===== config.mk =====
export PLATFORM = sky130hd
export DESIGN_NAME = mdac_sched
export DESIGN_NICKNAME = d
export VERILOG_FILES = /design/src/rtl/mdac_sched.sv
export SDC_FILE = /design/constraint.sdc
export NUM_CORES = 1
export LEC_CHECK = 0
export CORE_UTILIZATION = 27
export DETAILED_ROUTE_END_ITERATION = 8
export PLACE_DENSITY = 0.56
export SLEW_MARGIN = 20
export SYNTH_ARGS = -nofsm -noshare
export SYNTH_HDL_FRONTEND = slang
export SYNTH_SLANG_ARGS = --single-unit

===== constraint.sdc =====
create_clock -name CLK -period 6.8 [get_ports CLK]
set_clock_uncertainty 0.2 [all_clocks]
set_input_delay 1.02 -clock CLK [delete_from_list [all_inputs] [get_ports CLK]]
set_output_delay 1.02 -clock CLK [all_outputs]
set_load 0.02 [all_outputs]

===== src/rtl/mdac_sched.sv =====
// mdac_sched: frame scheduler that shares a single 16x16 signed-by-unsigned
// multiplier across three voice-envelope slots and one master-volume slot.
//
//   state | meaning
//   ------+--------------------------------------------------------------
//   IDLE  | waiting for CLKen; inputs are snapshotted on the accepting edge
//   MUL0  | voice 0 x envelope 0 into the product register
//   MUL1  | voice 1 x envelope 1; AMP0 written from the slot-0 product
//   MUL2  | voice 2 x envelope 2; AMP1 written from the slot-1 product
//   MUL3  | mix x master volume;  AMP2 written from the slot-2 product
//   WB    | MASTER written from the slot-3 product; DONE raised next cycle
module mdac_sched (
    input  logic        CLK,
    input  logic        RESETn,
    input  logic        CLKen,
    input  logic [11:0] VOICE0,
    input  logic [11:0] VOICE1,
    input  logic [11:0] VOICE2,
    input  logic [7:0]  ENV0,
    input  logic [7:0]  ENV1,
    input  logic [7:0]  ENV2,
    input  logic [15:0] MIX,
    input  logic [3:0]  VOL,
    output logic [15:0] AMP0,
    output logic [15:0] AMP1,
    output logic [15:0] AMP2,
    output logic [15:0] MASTER,
    output logic        BUSY,
    output logic        DONE,
    output logic        OVERRUN
);

    typedef enum logic [2:0] {
        IDLE = 3'd0,
        MUL0 = 3'd1,
        MUL1 = 3'd2,
        MUL2 = 3'd3,
        MUL3 = 3'd4,
        WB   = 3'd5
    } state_t;

    state_t state_q, state_d;

    logic [11:0] voice0_q, voice1_q, voice2_q;
    logic [7:0]  env0_q, env1_q, env2_q;
    logic [15:0] mix_q;
    logic [3:0]  vol_q;

    logic [31:0] prod_q, prod_d;
    logic [15:0] amp0_q, amp1_q, amp2_q, master_q;
    logic        done_q, done_d;
    logic        overrun_q, overrun_d;

    logic        snap_en;
    logic        mul_en;
    logic        wr_amp0, wr_amp1, wr_amp2, wr_master;
    logic [15:0] mul_a;
    logic [15:0] mul_b;
    logic signed [31:0] mul_a_ext, mul_b_ext;

    // Operand A is signed, operand B is unsigned; both widened to 32 bits so
    // the modulo-2^32 product is exact for the full operand ranges.
    assign mul_a_ext = {{16{mul_a[15]}}, mul_a};
    assign mul_b_ext = {16'h0000, mul_b};
    assign prod_d    = mul_a_ext * mul_b_ext;

    // Only bits [23:8] and [19:4] of the product are ever selected.
    logic unused_prod_bits;
    assign unused_prod_bits = ^{prod_q[31:24], prod_q[3:0]};

    // Next-state, operand select and writeback strobes.
    always_comb begin
        state_d   = state_q;
        snap_en   = 1'b0;
        mul_en    = 1'b0;
        mul_a     = 16'h0000;
        mul_b     = 16'h0000;
        wr_amp0   = 1'b0;
        wr_amp1   = 1'b0;
        wr_amp2   = 1'b0;
        wr_master = 1'b0;
        done_d    = 1'b0;
        overrun_d = CLKen && (state_q != IDLE);
        case (state_q)
            IDLE: begin
                if (CLKen) begin
                    snap_en = 1'b1;
                    state_d = MUL0;
                end
            end
            MUL0: begin
                mul_en  = 1'b1;
                mul_a   = {voice0_q, 4'b0000};
                mul_b   = {8'h00, env0_q};
                state_d = MUL1;
            end
            MUL1: begin
                mul_en  = 1'b1;
                mul_a   = {voice1_q, 4'b0000};
                mul_b   = {8'h00, env1_q};
                wr_amp0 = 1'b1;
                state_d = MUL2;
            end
            MUL2: begin
                mul_en  = 1'b1;
                mul_a   = {voice2_q, 4'b0000};
                mul_b   = {8'h00, env2_q};
                wr_amp1 = 1'b1;
                state_d = MUL3;
            end
            MUL3: begin
                mul_en  = 1'b1;
                mul_a   = mix_q;
                mul_b   = {12'h000, vol_q};
                wr_amp2 = 1'b1;
                state_d = WB;
            end
            WB: begin
                wr_master = 1'b1;
                done_d    = 1'b1;
                state_d   = IDLE;
            end
            default: state_d = IDLE;
        endcase
    end

    // FSM state and single-cycle status pulses.
    always_ff @(posedge CLK or negedge RESETn) begin
        if (!RESETn) begin
            state_q   <= IDLE;
            done_q    <= 1'b0;
            overrun_q <= 1'b0;
        end else begin
            state_q   <= state_d;
            done_q    <= done_d;
            overrun_q <= overrun_d;
        end
    end

    // Input snapshot taken when a frame is accepted; the only multiplier source.
    always_ff @(posedge CLK or negedge RESETn) begin
        if (!RESETn) begin
            voice0_q <= 12'h000;
            voice1_q <= 12'h000;
            voice2_q <= 12'h000;
            env0_q   <= 8'h00;
            env1_q   <= 8'h00;
            env2_q   <= 8'h00;
            mix_q    <= 16'h0000;
            vol_q    <= 4'h0;
        end else if (snap_en) begin
            voice0_q <= VOICE0;
            voice1_q <= VOICE1;
            voice2_q <= VOICE2;
            env0_q   <= ENV0;
            env1_q   <= ENV1;
            env2_q   <= ENV2;
            mix_q    <= MIX;
            vol_q    <= VOL;
        end
    end

    // Shared product register, loaded once per multiply slot.
    always_ff @(posedge CLK or negedge RESETn) begin
        if (!RESETn) begin
            prod_q <= 32'h0000_0000;
        end else if (mul_en) begin
            prod_q <= prod_d;
        end
    end

    // Result registers; each is written one cycle after its slot's multiply
    // and otherwise holds across frames.
    always_ff @(posedge CLK or negedge RESETn) begin
        if (!RESETn) begin
            amp0_q   <= 16'h0000;
            amp1_q   <= 16'h0000;
            amp2_q   <= 16'h0000;
            master_q <= 16'h0000;
        end else begin
            if (wr_amp0)   amp0_q   <= prod_q[23:8];
            if (wr_amp1)   amp1_q   <= prod_q[23:8];
            if (wr_amp2)   amp2_q   <= prod_q[23:8];
            if (wr_master) master_q <= prod_q[19:4];
        end
    end

    assign AMP0    = amp0_q;
    assign AMP1    = amp1_q;
    assign AMP2    = amp2_q;
    assign MASTER  = master_q;
    assign BUSY    = (state_q != IDLE);
    assign DONE    = done_q;
    assign OVERRUN = overrun_q;

endmodule


After elaboration in Yosys (flattened, before gate mapping)
Cells that the tools add are included.
{ "totals": {"reg_bits": 173, "in_bits": 83, "wordCells": 38} }
{ "classes": {"n_mul": 1, "eq_ne": 6, "n_mux": 11, "n_reduce_logical": 4} }
{ "op_table": {"columns": ["op", "n"], "rows": [
  ["case mux 16 bit (4 select lines)", 1],
  ["case mux 8 bit (4 select lines)", 1],
  ["multiplier 16 x 9 -> 24 bit", 1],
  ["case mux 3 bit (5 select lines)", 1],
  ["two-way mux 1 bit", 7],
  ["equality test 3 x 2 -> 1 bit, second input constant", 2],
  ["equality test 3 bit, second input constant", 2],
  ["OR reduction 4 bit", 1],
  ["equality test 3 x 1 -> 1 bit, second input constant", 1],
  ["zero test 3 bit", 1],
  ["two-way mux 3 bit", 1],
  ["nonzero test 3 bit", 1],
  ["inequality test 2 bit, second input constant", 1],
  ["logical AND 1 bit", 1]
]} }

Depth between registers and ports, before layout
{ "depth": {"ltp_word": 3, "depth_mapped": 23, "mapped_depth_nobuf": 20} }

Least setup slack after synthesis
Ideal clock, no wire load.
{ "synth_path": {"path_type": "reg2reg", "from": "register state_q[0]", "to": "register prod_q[23]", "setup_time_ps": 136, "t_arrival_ps": 5351, "required_time_ps": 6464, "path_slack_ps": 1114, "stages_incl_launch_ff": 24, "n_path_buf": 5, "synth_period_minus_slack_ps": 5686, "path_cell_list": "dfrtp_1 > buf_2 > nor3b_2 > buf_4 > buf_4 > a22oi_1 > nand2_1 > buf_2 > nand2_1 > fa_1 > fa_1 > inv_1 > fa_1 > inv_1 > fa_1 > inv_1 > ha_1 > buf_6 > a21o_1 > o21bai_4 > a221o_1 > a21o_1 > o21ai_0 > o311ai_1"} }
{ "synth_via": {"elab_chain_cells": 3, "elab_cells_between_ends": 9, "classes_between": "1 x mul; 4 x eq/ne; 3 x mux; 1 x reduce/logical"} }
{ "synth_rtl": {"columns": ["element", "line", "source"], "rows": [
  ["start: declaration", "42", "state_t state_q, state_d;"],
  ["start signal: assignment", "134", "state_q <= state_d;"],
  ["equality test 3 bit, or another cell as far along", "84", "case (state_q)"],
  ["case mux 16 bit (4 select lines), or another cell as far along", "84", null],
  ["multiplier 16 x 9 -> 24 bit / two-way mux 1 bit (equally long branches)", "65, 84", null],
  ["end signal: assignment", "168", "prod_q <= prod_d;"],
  ["end: declaration", "49", "logic [31:0] prod_q, prod_d;"]
]} }
Several ways; a longest one is shown, not always the timed one.
A chain may end at the register's enable or synchronous reset.

Worst setup path in the final report
{ "layout_path": {"from": "register state_q[0]", "to": "register prod_q[18]"} }
The elaborated chain is that of the path after synthesis.

==> flow_results.org <==
** Outcome
- Run status :: finished clean

** Layout
- Ratio of cells with drive above 1 in the final layout :: 0.166
- Number of antenna diodes :: 0
- After filler insertion, the fill cell instance count of the layout stands at just over 4,000.
- Non-filler cells, final :: roughly 1,700
- Layout Utilization :: 0.341
- After the last flow step, the layout net total stands at between 1,000 and 1,500.
- Area added between synthesis and finish :: 23.5%

** Setup path
- Biggest cell delay along the critical path :: 640 ps
- Together, buffers and inverters on the worst path number 6.
- Highest-delay cell along the critical path :: sky130_fd_sc_hd__dfrtp_1
- The critical path in this run is classified as flip-flop to flip-flop.
- Along the worst path, the maximum fanout reaches 16.
- STA puts the critical path data required time at slightly below 7000 ps.
- CP Launch Type :: flip-flop
- Among cell families on the critical path, the largest total delay comes from adder cells.
- Endpoint class of the critical path :: flip-flop
- At the worst endpoint, the arrival time is roughly 6400 ps.
- Walking the worst path, the cells encountered are nor2b_2 > and2b_1 > buf_4 > a22o_1 > a221oi_2 > buf_4 > inv_1 > nand2_1 > fa_1 > inv_1 > fa_1 > fa_1 > inv_1 > fa_1 > inv_1 > ha_1 > o211ai_1 > a21oi_1 > o21ai_1 > a21oi_1 > nor3_1 > o31ai_1.

** STA
- Setup TNS :: 0 ps
- In this run the tightest slew margin relative to its limit is 0.344.
- Transition time at the pin with the least slew margin :: ~980 ps
- Setup violations remaining at the end of the flow were counted as 0.
- The number of pins exceeding their max-slew limit in the final report was 0.
- In the finished design, the share of the clock period the worst path needs comes to 0.920.
- Highest Clock Rate :: 160 MHz
- Setup repair after global routing left no endpoint under its margin.
- WHS :: 232 ps
- Number of failing hold endpoints at the final stage :: 0
- The worst path needs approximately 6300 ps of the cycle, external delays included.

** Floorplan
- Measured along the y axis, the die boundary spans approximately 210 µm.
- Core region area :: roughly 40,000 µm²
- Num ports :: 150
- Total Die Area :: ~43,000 µm²
- After floorplanning, the core was divided into 74 placement rows.
- For this configuration, the core starts out at a cell density of 0.276.
- From left edge to right edge, the die measures between 200 and 250 µm.

** Clock network
- TritonCTS built the clock tree.
- The tree is rooted in a sky130_fd_sc_hd__clkbuf_16.
- Total clock buffers created by CTS :: 17
- Clock latency on the worst-skew pair :: roughly 430 ps
- Clock transition at the register clock pins on the worst setup and hold paths after CTS :: about 70 ps
- After clock tree synthesis, the repair step resized 0 gates.
- Counting every sink on the clock net gives 169.
- The clock tree synthesis step divided the H-tree into 4 levels.
- Number of buffers added to fix hold violations after cts :: 0
- Buffers added to address setup during post-CTS repair amount to 0.
- The longest clock path from root to sink contains 2 buffers.

** Synth
- In this run, synthesis produced a sequential element count of 169.
- Fraction of synthesis flops using an asynchronous set or reset pin :: 1.00
- By count the netlist is led by sky130_fd_sc_hd__dfrtp_1, sky130_fd_sc_hd__inv_1, sky130_fd_sc_hd__nand2_1.
- In this run the mean area of a mapped cell was around 11 µm².
- Cell area after synthesis :: 11,400 µm²
- Cell accounting for the most synthesized area :: sky130_fd_sc_hd__dfrtp_1
- In the synthesized netlist the dominant register cell turns out to be sky130_fd_sc_hd__dfrtp_1.
- Yosys mapped the design onto 62 distinct sky130hd cell types.
- The Yosys step of the flow raised 0 warnings.
- Sorting the synthesized cells by area gives the leading types as sky130_fd_sc_hd__dfrtp_1, sky130_fd_sc_hd__fa_1, sky130_fd_sc_hd__mux2_2.
- Cell with the most instances after synthesis :: sky130_fd_sc_hd__dfrtp_1
- Number of enable flip-flop cells after synthesis :: 0
- Of the synthesized area, sequential elements account for 0.372.
- Share of the synthesized area in the top cell type :: 0.372
- Synth Instances :: between 1,000 and 1,500

** Global routing
- Overall track demand over capacity in global routing :: 0.134
- The total overflow left after global routing is 0.
- Initial antenna violation count :: 0
- Largest net degree at the start of global routing :: 82
- Vias in the first global route :: 7,987
- The first global-routing pass estimated 45.1 mm of wire.

** Place
- The congestion estimate from routability-driven global placement came to around 0.84.
- Port buffering added about 150 buffers.
- In this run, placement finished with an instance count of between 1,500 and 2,000.
- Detailed Place HPWL :: 21.7 mm

** Detailed routing
- The first TritonRoute pass finished after 5 iterations.
- Residual antenna-violating net count after detailed routing :: 0
- The routed design has around 27 mm of wire.
- In the final routing, the length of wire on met1 measures between 10 and 15 mm.
- Met2 layer wire length in the routed design :: around 12 mm
- After detailed routing, the number of remaining DRC violations is 0.
- Summed over all nets, wire length on met3 after detailed routing comes to between 1 and 1.5 mm.
- Via density per instance :: around 4.4
- Wirelength per Cell :: roughly 16 µm
- DRC marker count from the first detailed-route iteration :: ~320
- Via count :: just under 8,000
- Signal routing reaches up to met4.

** Hold path
- Path class of the lowest-slack min-delay path :: primary input to async pin

** Job
- Maximum Capacitance Violations :: 0
-- stage by stage --
stage / setup WS, ps / cell area, µm²
after floorplan: 1110 / 11400
after global placement: 721 / 13400
after detailed placement: 568 / 13400
after CTS: 562 / 14000
after global routing: 12.5 / 14100
final: 542 / 14100
-- kinds of logic (layout without fill, tap and decap cells) --
logic type / Yosys count / after routing / share of synthesized area
multiplexers: 132 / 132 / 0.131
adder cells (fa/ha/maj): 144 / 144 / 0.224
AO/OA/AOI/OAI: 124 / 124 / 0.0863
other: 1 / 16 / 0.000329
XOR/XNOR: 15 / 15 / 0.0115
buffers and inverters: 198 / 350 / 0.0774
flip-flops: 169 / 169 / 0.372
AND/OR/NAND/NOR: 258 / 258 / 0.0981
-- path summary, 6_finish.rpt --
check                           startpoint    endpoint  slack, ps  cells past startpoint
worst max-delay path            state_q[0]  prod_q[18]        540                     22
worst min-delay path                RESETn   MASTER[4]        230                      1
worst max register to register  state_q[0]  prod_q[18]        540                     22
worst min register to register    AMP1[15]    AMP1[15]        270                      2
max in group asynchronous           RESETn   mix_q[11]       5030                      2
min in group CLK                  AMP1[15]    AMP1[15]        270                      2
-- area by class of cell --
type / instances / area [µm²] / area share
multi-input cells: 689 / 6340 / 0.451
flip-flops and latches: 169 / 4230 / 0.301
repair buffers: 166 / 1650 / 0.118
well taps: 532 / 666 / 0.0474
inverters: 153 / 574 / 0.0409
clock buffers: 20 / 457 / 0.0325
clock inverters: 11 / 136 / 0.00970
-- layout by cell type, fill, tap and decap left out, types with 20 or more instances in the layout --
cell type	count
sky130_fd_sc_hd__a21oi_1	20
sky130_fd_sc_hd__clkdlybuf4s50_1	148
sky130_fd_sc_hd__dfrtp_1	169
sky130_fd_sc_hd__fa_1	100
sky130_fd_sc_hd__ha_1	44
sky130_fd_sc_hd__inv_1	152
sky130_fd_sc_hd__mux2_2	125
sky130_fd_sc_hd__nand2_1	140
sky130_fd_sc_hd__nor2_1	68
sky130_fd_sc_hd__o21ai_0	23
-- registers in the layout, summed over array words and instances (netlist names), 16 cells and up --
| name | cells |
|---|---|
| prod_q | 20 |
| AMP1 | 16 |
| mix_q | 16 |
| AMP2 | 16 |
| MASTER | 16 |
| AMP0 | 16 |
-- layer usage --
layer  GRT usage  up-vias
met5           0        -
met4      0.0340        0
met3      0.0260       12
met2       0.200      169
met1       0.196     3817
li1            -     3707
Power is not shown: default switching activity piles up to over one toggle a cycle in this logic, so the estimate is an artifact.
==> RTL change 1: new RTL, same flow settings <==
Add an input register stage for `VOICE1`, cleared by the reset; this delays it by one clock. The other inputs are not delayed to match.
--- a/src/rtl/mdac_sched.sv
+++ b/src/rtl/mdac_sched.sv
@@ -39,6 +39,16 @@
         WB   = 3'd5
     } state_t;
 
+    logic [11:0] VOICE1_q;
+
+    always_ff @(posedge CLK or negedge RESETn) begin
+        if (!RESETn) begin
+            VOICE1_q <= '0;
+        end else begin
+            VOICE1_q <= VOICE1;
+        end
+    end
+
     state_t state_q, state_d;
 
     logic [11:0] voice0_q, voice1_q, voice2_q;
@@ -150,7 +160,7 @@
             vol_q    <= 4'h0;
         end else if (snap_en) begin
             voice0_q <= VOICE0;
-            voice1_q <= VOICE1;
+            voice1_q <= VOICE1_q;
             voice2_q <= VOICE2;
             env0_q   <= ENV0;
             env1_q   <= ENV1;
Function: not settled (the Yosys comparison gave no result); the edit may change what the design does.
==> RTL change 1 against the original RTL <==
Synthesized area increased by 1.7%; sequential cell count up 12; die area increased by 1.7%; worst setup slack got worse by 88 ps; critical endpoint is now prod_q[21]$_DFFE_PN0N_; worst hold slack improved by 39 ps; core utilization shrank 0.23 points; highest routed layer unchanged; design area rose by 1.6%; wire length up 1.3%.
Power is not shown: default switching activity piles up to over one toggle a cycle in this logic, so the estimate is an artifact.
==> RTL change 1: results (changes against the original RTL) <==
| Quantity | This run | Delta |
| --- | --- | --- |
| Run status | completed |  |
| Pin count of the biggest net entering global routing | 107 | +30% |
| Class of the worst hold path | register to register |  |
| Arrival time of data at the critical path endpoint | 6460 ps | +60 ps |
| Drt first pass iters | 6 | +1 |
| Number of global-route vias before repair | 8511 | +6.6% |
| Smallest hold slack | 271 ps | +39.1 ps |
| Clock insertion delay at the later pin of the skew report | 440 ps |  |
| Top cells by area in the synthesized netlist | sky130_fd_sc_hd__dfrtp_1 39%, sky130_fd_sc_hd__fa_1 17%, sky130_fd_sc_hd__mux2_2 11%, sky130_fd_sc_hd__nand2_1 6.1%, sky130_fd_sc_hd__inv_1 4.9% |  |
| Final Instance Count excl. Fillers | 1777 | +2.1% |
| Weighted congestion at the end of routability-driven global placement | 0.871 | +3.3% |
| Area of combinational cells with multiple inputs | 6280 um^2 | -0.91% |
| Sequential share of the synthesized area | 0.391 | +0.0198 |
| Rel. slew slack | 0.356 | +0.0122 |
| Number of DRC markers in iteration 0 | 460 | +44% |
| Critical register-to-register path endpoint | prod_q[21]$_DFFE_PN0N_ |  |
| Global-route wire length before repair | 45600 um | +1.2% |
| Layout net count | 1452 | +2.0% |
| Synthesized area divided by synthesized cell count | 10.8 um^2 | -1.1% |
| Most frequently used cell type in the post-synthesis netlist | sky130_fd_sc_hd__nand2_1 |  |
| Global router's overall resource usage | 0.133 | -0.000141 |
| Routed WL per cell | 15.5 um | -0.80% |
| Count of cell types in the netlist | 55 | -11% |
| Final HPWL DP | 21700 um | about the same |
| Largest stage delay, worst path | 580 ps | -60 ps |
| Via density | 4.45 | +0.41% |
| Total placed instance area | 13700 um^2 | +1.6% |
| Filler instances | 4276 | +3.0% |
| Cell Count Post-Placement | 1744 | +2.1% |
| Top cells by instance count after synthesis | 188 x sky130_fd_sc_hd__nand2_1, 181 x sky130_fd_sc_hd__dfrtp_1, 150 x sky130_fd_sc_hd__inv_1 |  |
| R2R setup slack | 450 ps | -90 ps |
| Setup Slack @ Placement | 434 ps | -134 ps |
| Cell at the slowest stage of the critical path | sky130_fd_sc_hd__a221oi_2 |  |
| Worst R2R Path Depth | 20 | -9.1% |
| Most flops, register | prod_q |  |
| Fraction of final layout cells sized beyond drive strength 1 | 0.151 | -0.0153 |
| Top fanout value on the critical path | 15 | -1 |
## RTL change 1: cell count changes after synthesis, moves of 4 or more
| cell | unedited run | this run |
|---|---|---|
| sky130_fd_sc_hd__nand2_1 | 140 | 188 |
| sky130_fd_sc_hd__mux2_2 | 125 | 111 |
| sky130_fd_sc_hd__dfrtp_1 | 169 | 181 |
| sky130_fd_sc_hd__nor2_1 | 68 | 62 |
| sky130_fd_sc_hd__a21o_1 | 10 | 5 |
| sky130_fd_sc_hd__xnor2_1 | 10 | 15 |
| sky130_fd_sc_hd__a21oi_1 | 20 | 24 |
| sky130_fd_sc_hd__buf_6 | 13 | 9 |
| sky130_fd_sc_hd__o21ai_1 | 1 | 5 |
| sky130_fd_sc_hd__o31ai_1 | 4 | 0 |
## RTL change 1: worst max path at each step
stage                                      start                     end  slack (ps)  depth (start not counted)
after CTS                 state_q[0]$_DFFE_PN0P_  prod_q[21]$_DFFE_PN0N_         370                         20
after floorplan           state_q[1]$_DFFE_PN0P_  prod_q[23]$_DFFE_PN0N_        1330                         21
final                     state_q[0]$_DFFE_PN0P_  prod_q[21]$_DFFE_PN0N_         450                         20
after global routing      state_q[0]$_DFFE_PN0P_  prod_q[21]$_DFFE_PN0N_          30                         20
after global placement    state_q[0]$_DFFE_PN0P_  prod_q[21]$_DFFE_PN0N_         590                         18
after detailed placement  state_q[0]$_DFFE_PN0P_  prod_q[21]$_DFFE_PN0N_         430                         20
## RTL change 1: metal layers
| metal | vias to the layer above | GRT usage | part of all wire |
|---|---|---|---|
| li1 | 3744 | - | - |
| met1 | 3921 | 0.190 | 0.51 |
| met2 | 214 | 0.205 | 0.44 |
| met3 | 22 | 0.0277 | 0.045 |
| met4 | 0 | 0.0340 | 0.011 |
| met5 | - | 0 | 0 |
## RTL change 1: logic make-up (layout without fill, tap and decap cells)
| kind of cell | Yosys count | in the layout | share of synthesized area |
|---|---|---|---|
| other | 2 | 16 | 0.000649 |
| muxes | 116 | 116 | 0.113 |
| adders and majority gates | 144 | 144 | 0.221 |
| xor gates and xnor gates | 22 | 22 | 0.0167 |
| buffers and inverters | 193 | 347 | 0.0717 |
| DFF | 181 | 181 | 0.391 |
| AOI/OAI and AO/OA | 118 | 118 | 0.0790 |
| and+or+nand+nor | 294 | 294 | 0.107 |
## RTL change 1: final cells by class
class                           count  share of cell area
Clock buffer                       18              0.0308
Clock inverter                     14              0.0110
Tap cell                          539              0.0472
Timing Repair Buffer              164               0.114
Multi-Input combinational cell    710               0.440
Inverter                          151              0.0397
Sequential cell                   181               0.317
## RTL change 1: what timing repair did
| item | 4_1_cts | 5_1_grt |
|---|---|---|
| resized for setup | 0 | 3 |
| endpoints found under the hold margin | 0 | 0 |
| hold buffers | 0 | 0 |
| endpoints found under the setup margin | 0 | 2 |
==> RTL change 2: new RTL, same settings <==
Made on the original files. Put one more register stage on the output `AMP1`. The value now appears one clock later. The other outputs are not delayed to match.
--- a/src/rtl/mdac_sched.sv
+++ b/src/rtl/mdac_sched.sv
@@ -186,7 +186,9 @@
     end
 
     assign AMP0    = amp0_q;
-    assign AMP1    = amp1_q;
+    always_ff @(posedge CLK) begin
+        AMP1 <= amp1_q;
+    end
     assign AMP2    = amp2_q;
     assign MASTER  = master_q;
     assign BUSY    = (state_q != IDLE);
Function: not settled (the Yosys comparison gave no result); the edit may change what the design does.
==> RTL change 2 against the original RTL <==
Synthesized area increased by 3.4%; wire length decreased by 0.29%; critical path depth decreased by 2; critical endpoint is now prod_q[17]$_DFFE_PN0P_; sequential cell count increased by 16; design area increased by 2.6%; critical path type unchanged; count of clock-buffer cells in the layout decreased by 3; worst setup slack got worse by 82 ps.
Power is left out: the tool's default activity adds up to more than one toggle a clock period on the data nets, which glitch-free logic cannot reach.
==> RTL change 2: results (changes against the original RTL) <==
| Quantity | This run | Delta |
| --- | --- | --- |
| Arrival time of data at the critical path endpoint | 6470 ps | +70 ps |
| Global-route wire length before repair | 45100 um | about the same |
| Pin count of the biggest net entering global routing | 101 | +23% |
| Multiplexer share of the synthesized area | 0.126 | -0.00425 |
| Worst Max-Slew Pin Slew | 961 ps | -20.2 ps |
| Via density | 4.37 | -1.3% |
| Class of the worst hold path | register to register |  |
| Sequential share of the synthesized area | 0.387 | +0.0151 |
| Global router's overall resource usage | 0.130 | -0.00368 |
| Worst R2R Path Depth | 20 | -9.1% |
| Number of buffers inserted during clock tree synthesis | 17 | unchanged |
| Count of cell types in the netlist | 67 | +8.1% |
| Clock insertion delay at the later pin of the skew report | 430 ps | about the same |
| Number of DRC markers in iteration 0 | 427 | +34% |
| Adder-cell share of the synthesized area | 0.217 | -0.00730 |
| Drt first pass iters | 5 | unchanged |
| R2R setup slack | 460 ps | -80 ps |
| Top cells by instance count after synthesis | 169 x sky130_fd_sc_hd__dfrtp_1, 149 x sky130_fd_sc_hd__inv_1, 132 x sky130_fd_sc_hd__mux2_2 |  |
| Post-CTS setup buffer count | 0 | unchanged |
| Setup crit start | state_q[0]$_DFFE_PN0P_ |  |
| Top cells by area in the synthesized netlist | sky130_fd_sc_hd__dfrtp_1 36%, sky130_fd_sc_hd__fa_1 17%, sky130_fd_sc_hd__mux2_2 13%, sky130_fd_sc_hd__inv_1 4.8%, sky130_fd_sc_hd__ha_1 4.7% |  |
| Number of buffers on the longest clock path | 2 | unchanged |
| Layout net count | 1433 | +0.70% |
| Kind of end point of the critical path | register |  |
| Number of global-route vias before repair | 8133 | +1.8% |
| PortBufs | 149 | unchanged |
| Critical register-to-register path endpoint | prod_q[17]$_DFFE_PN0P_ |  |
| Antenna Diode Count | 0 | unchanged |
| Clock root buffer master | sky130_fd_sc_hd__clkbuf_16 |  |
| Filler instances | 4402 | +6.0% |
| Routed WL per cell | 15.1 um | -3.8% |
| Number of resized instances in the post-cts repair step | 0 | unchanged |
| Most flops, register | prod_q |  |
| Async S/R FF share, synth | 0.914 | -0.0865 |
| Max reg flops | 20 | unchanged |
| Number of antenna violations at the first check in global routing | 0 | unchanged |
| Yosys warning total | 0 | unchanged |
| Synthesized-area fraction occupied by ao, oa, aoi and oai cells | 0.0819 | -0.00440 |
| Clock input transition at the sequential cells of the worst setup and hold paths | 70 ps | about the same |
| Top fanout value on the critical path | 20 | +4 |
| H-Tree Level Count | 4 | unchanged |
| Xor and xnor area share after synthesis | 0.00968 | -0.00186 |
| Dominant combinational cell family by area after synthesis | adder cells |  |
| Final HPWL DP | 21500 um | -0.74% |
| Weighted congestion at the end of routability-driven global placement | 0.852 | +1.1% |
| Run status | completed |  |
| Total placed instance area | 13800 um^2 | +2.8% |
| Fraction of final layout cells sized beyond drive strength 1 | 0.168 | +0.00178 |
[RTL change 2: changes by cell type after synthesis, moves of 7 or more]
cell,delta
sky130_fd_sc_hd__dfxtp_1,+16
sky130_fd_sc_hd__nand2_1,-13
sky130_fd_sc_hd__nand3_1,+10
sky130_fd_sc_hd__o21ai_0,-10
sky130_fd_sc_hd__mux2_1,-7
sky130_fd_sc_hd__mux2_2,+7
[RTL change 2: through the flow]
step,util,worst slack [ps],hold WS (ps),cells
4_1_cts,0.336,499,173,1804
3_3_place_gp,0.321,638,153,1772
5_1_grt,0.336,77.1,179,1804
2_1_floorplan,-,1230,147,1073
6_report,0.336,459,169,1804
3_5_place_dp,0.321,514,156,1772
[RTL change 2: cell type report]
cell class | instances | area (um^2) | area share
inverters | 149 | 559 | 0.0388
clock inverters | 15 | 185 | 0.0128
multi-input cells | 693 | 6400 | 0.444
repair buffers | 160 | 1580 | 0.109
well taps | 585 | 732 | 0.0507
flip-flops and latches | 185 | 4550 | 0.315
clock buffers | 17 | 425 | 0.0295
[RTL change 2: critical path, stage by stage, from the launching register on]
cell	delay [ps]
sky130_fd_sc_hd__dfrtp_1	520
sky130_fd_sc_hd__nand2b_1	270
sky130_fd_sc_hd__nor2_4	450
sky130_fd_sc_hd__a22oi_1	150
sky130_fd_sc_hd__nand2_1	400
sky130_fd_sc_hd__inv_1	180
sky130_fd_sc_hd__or2_1	280
sky130_fd_sc_hd__fa_1	510
sky130_fd_sc_hd__inv_1	60
sky130_fd_sc_hd__fa_1	490
sky130_fd_sc_hd__fa_1	540
sky130_fd_sc_hd__inv_1	50
sky130_fd_sc_hd__fa_1	470
sky130_fd_sc_hd__inv_1	40
sky130_fd_sc_hd__ha_1	380
sky130_fd_sc_hd__a21oi_2	270
sky130_fd_sc_hd__o211ai_1	150
sky130_fd_sc_hd__o311ai_2	140
sky130_fd_sc_hd__a21oi_2	140
sky130_fd_sc_hd__or3_1	320
sky130_fd_sc_hd__a31o_2	230
[RTL change 2: worst min-delay path by stage]
stage | startpoint | end | cells after the start
floorplan | amp1_q[0]$_DFFE_PN0N_ | AMP1[0]$_DFF_P_ | 0
global placement | amp1_q[7]$_DFFE_PN0N_ | AMP1[7]$_DFF_P_ | 0
detailed placement | amp1_q[9]$_DFFE_PN0N_ | AMP1[9]$_DFF_P_ | 0
CTS | amp1_q[7]$_DFFE_PN0N_ | AMP1[7]$_DFF_P_ | 0
global route | amp1_q[3]$_DFFE_PN0N_ | AMP1[3]$_DFF_P_ | 0
finish | amp1_q[5]$_DFFE_PN0N_ | AMP1[5]$_DFF_P_ | 0
[RTL change 2: per-layer routing]
layer	routed length [um]	part of all wire	global-route usage
met1	14000	0.52	0.193
met2	11700	0.43	0.195
met3	1230	0.045	0.0242
met4	244	0.0090	0.0282
met5	0	0	0
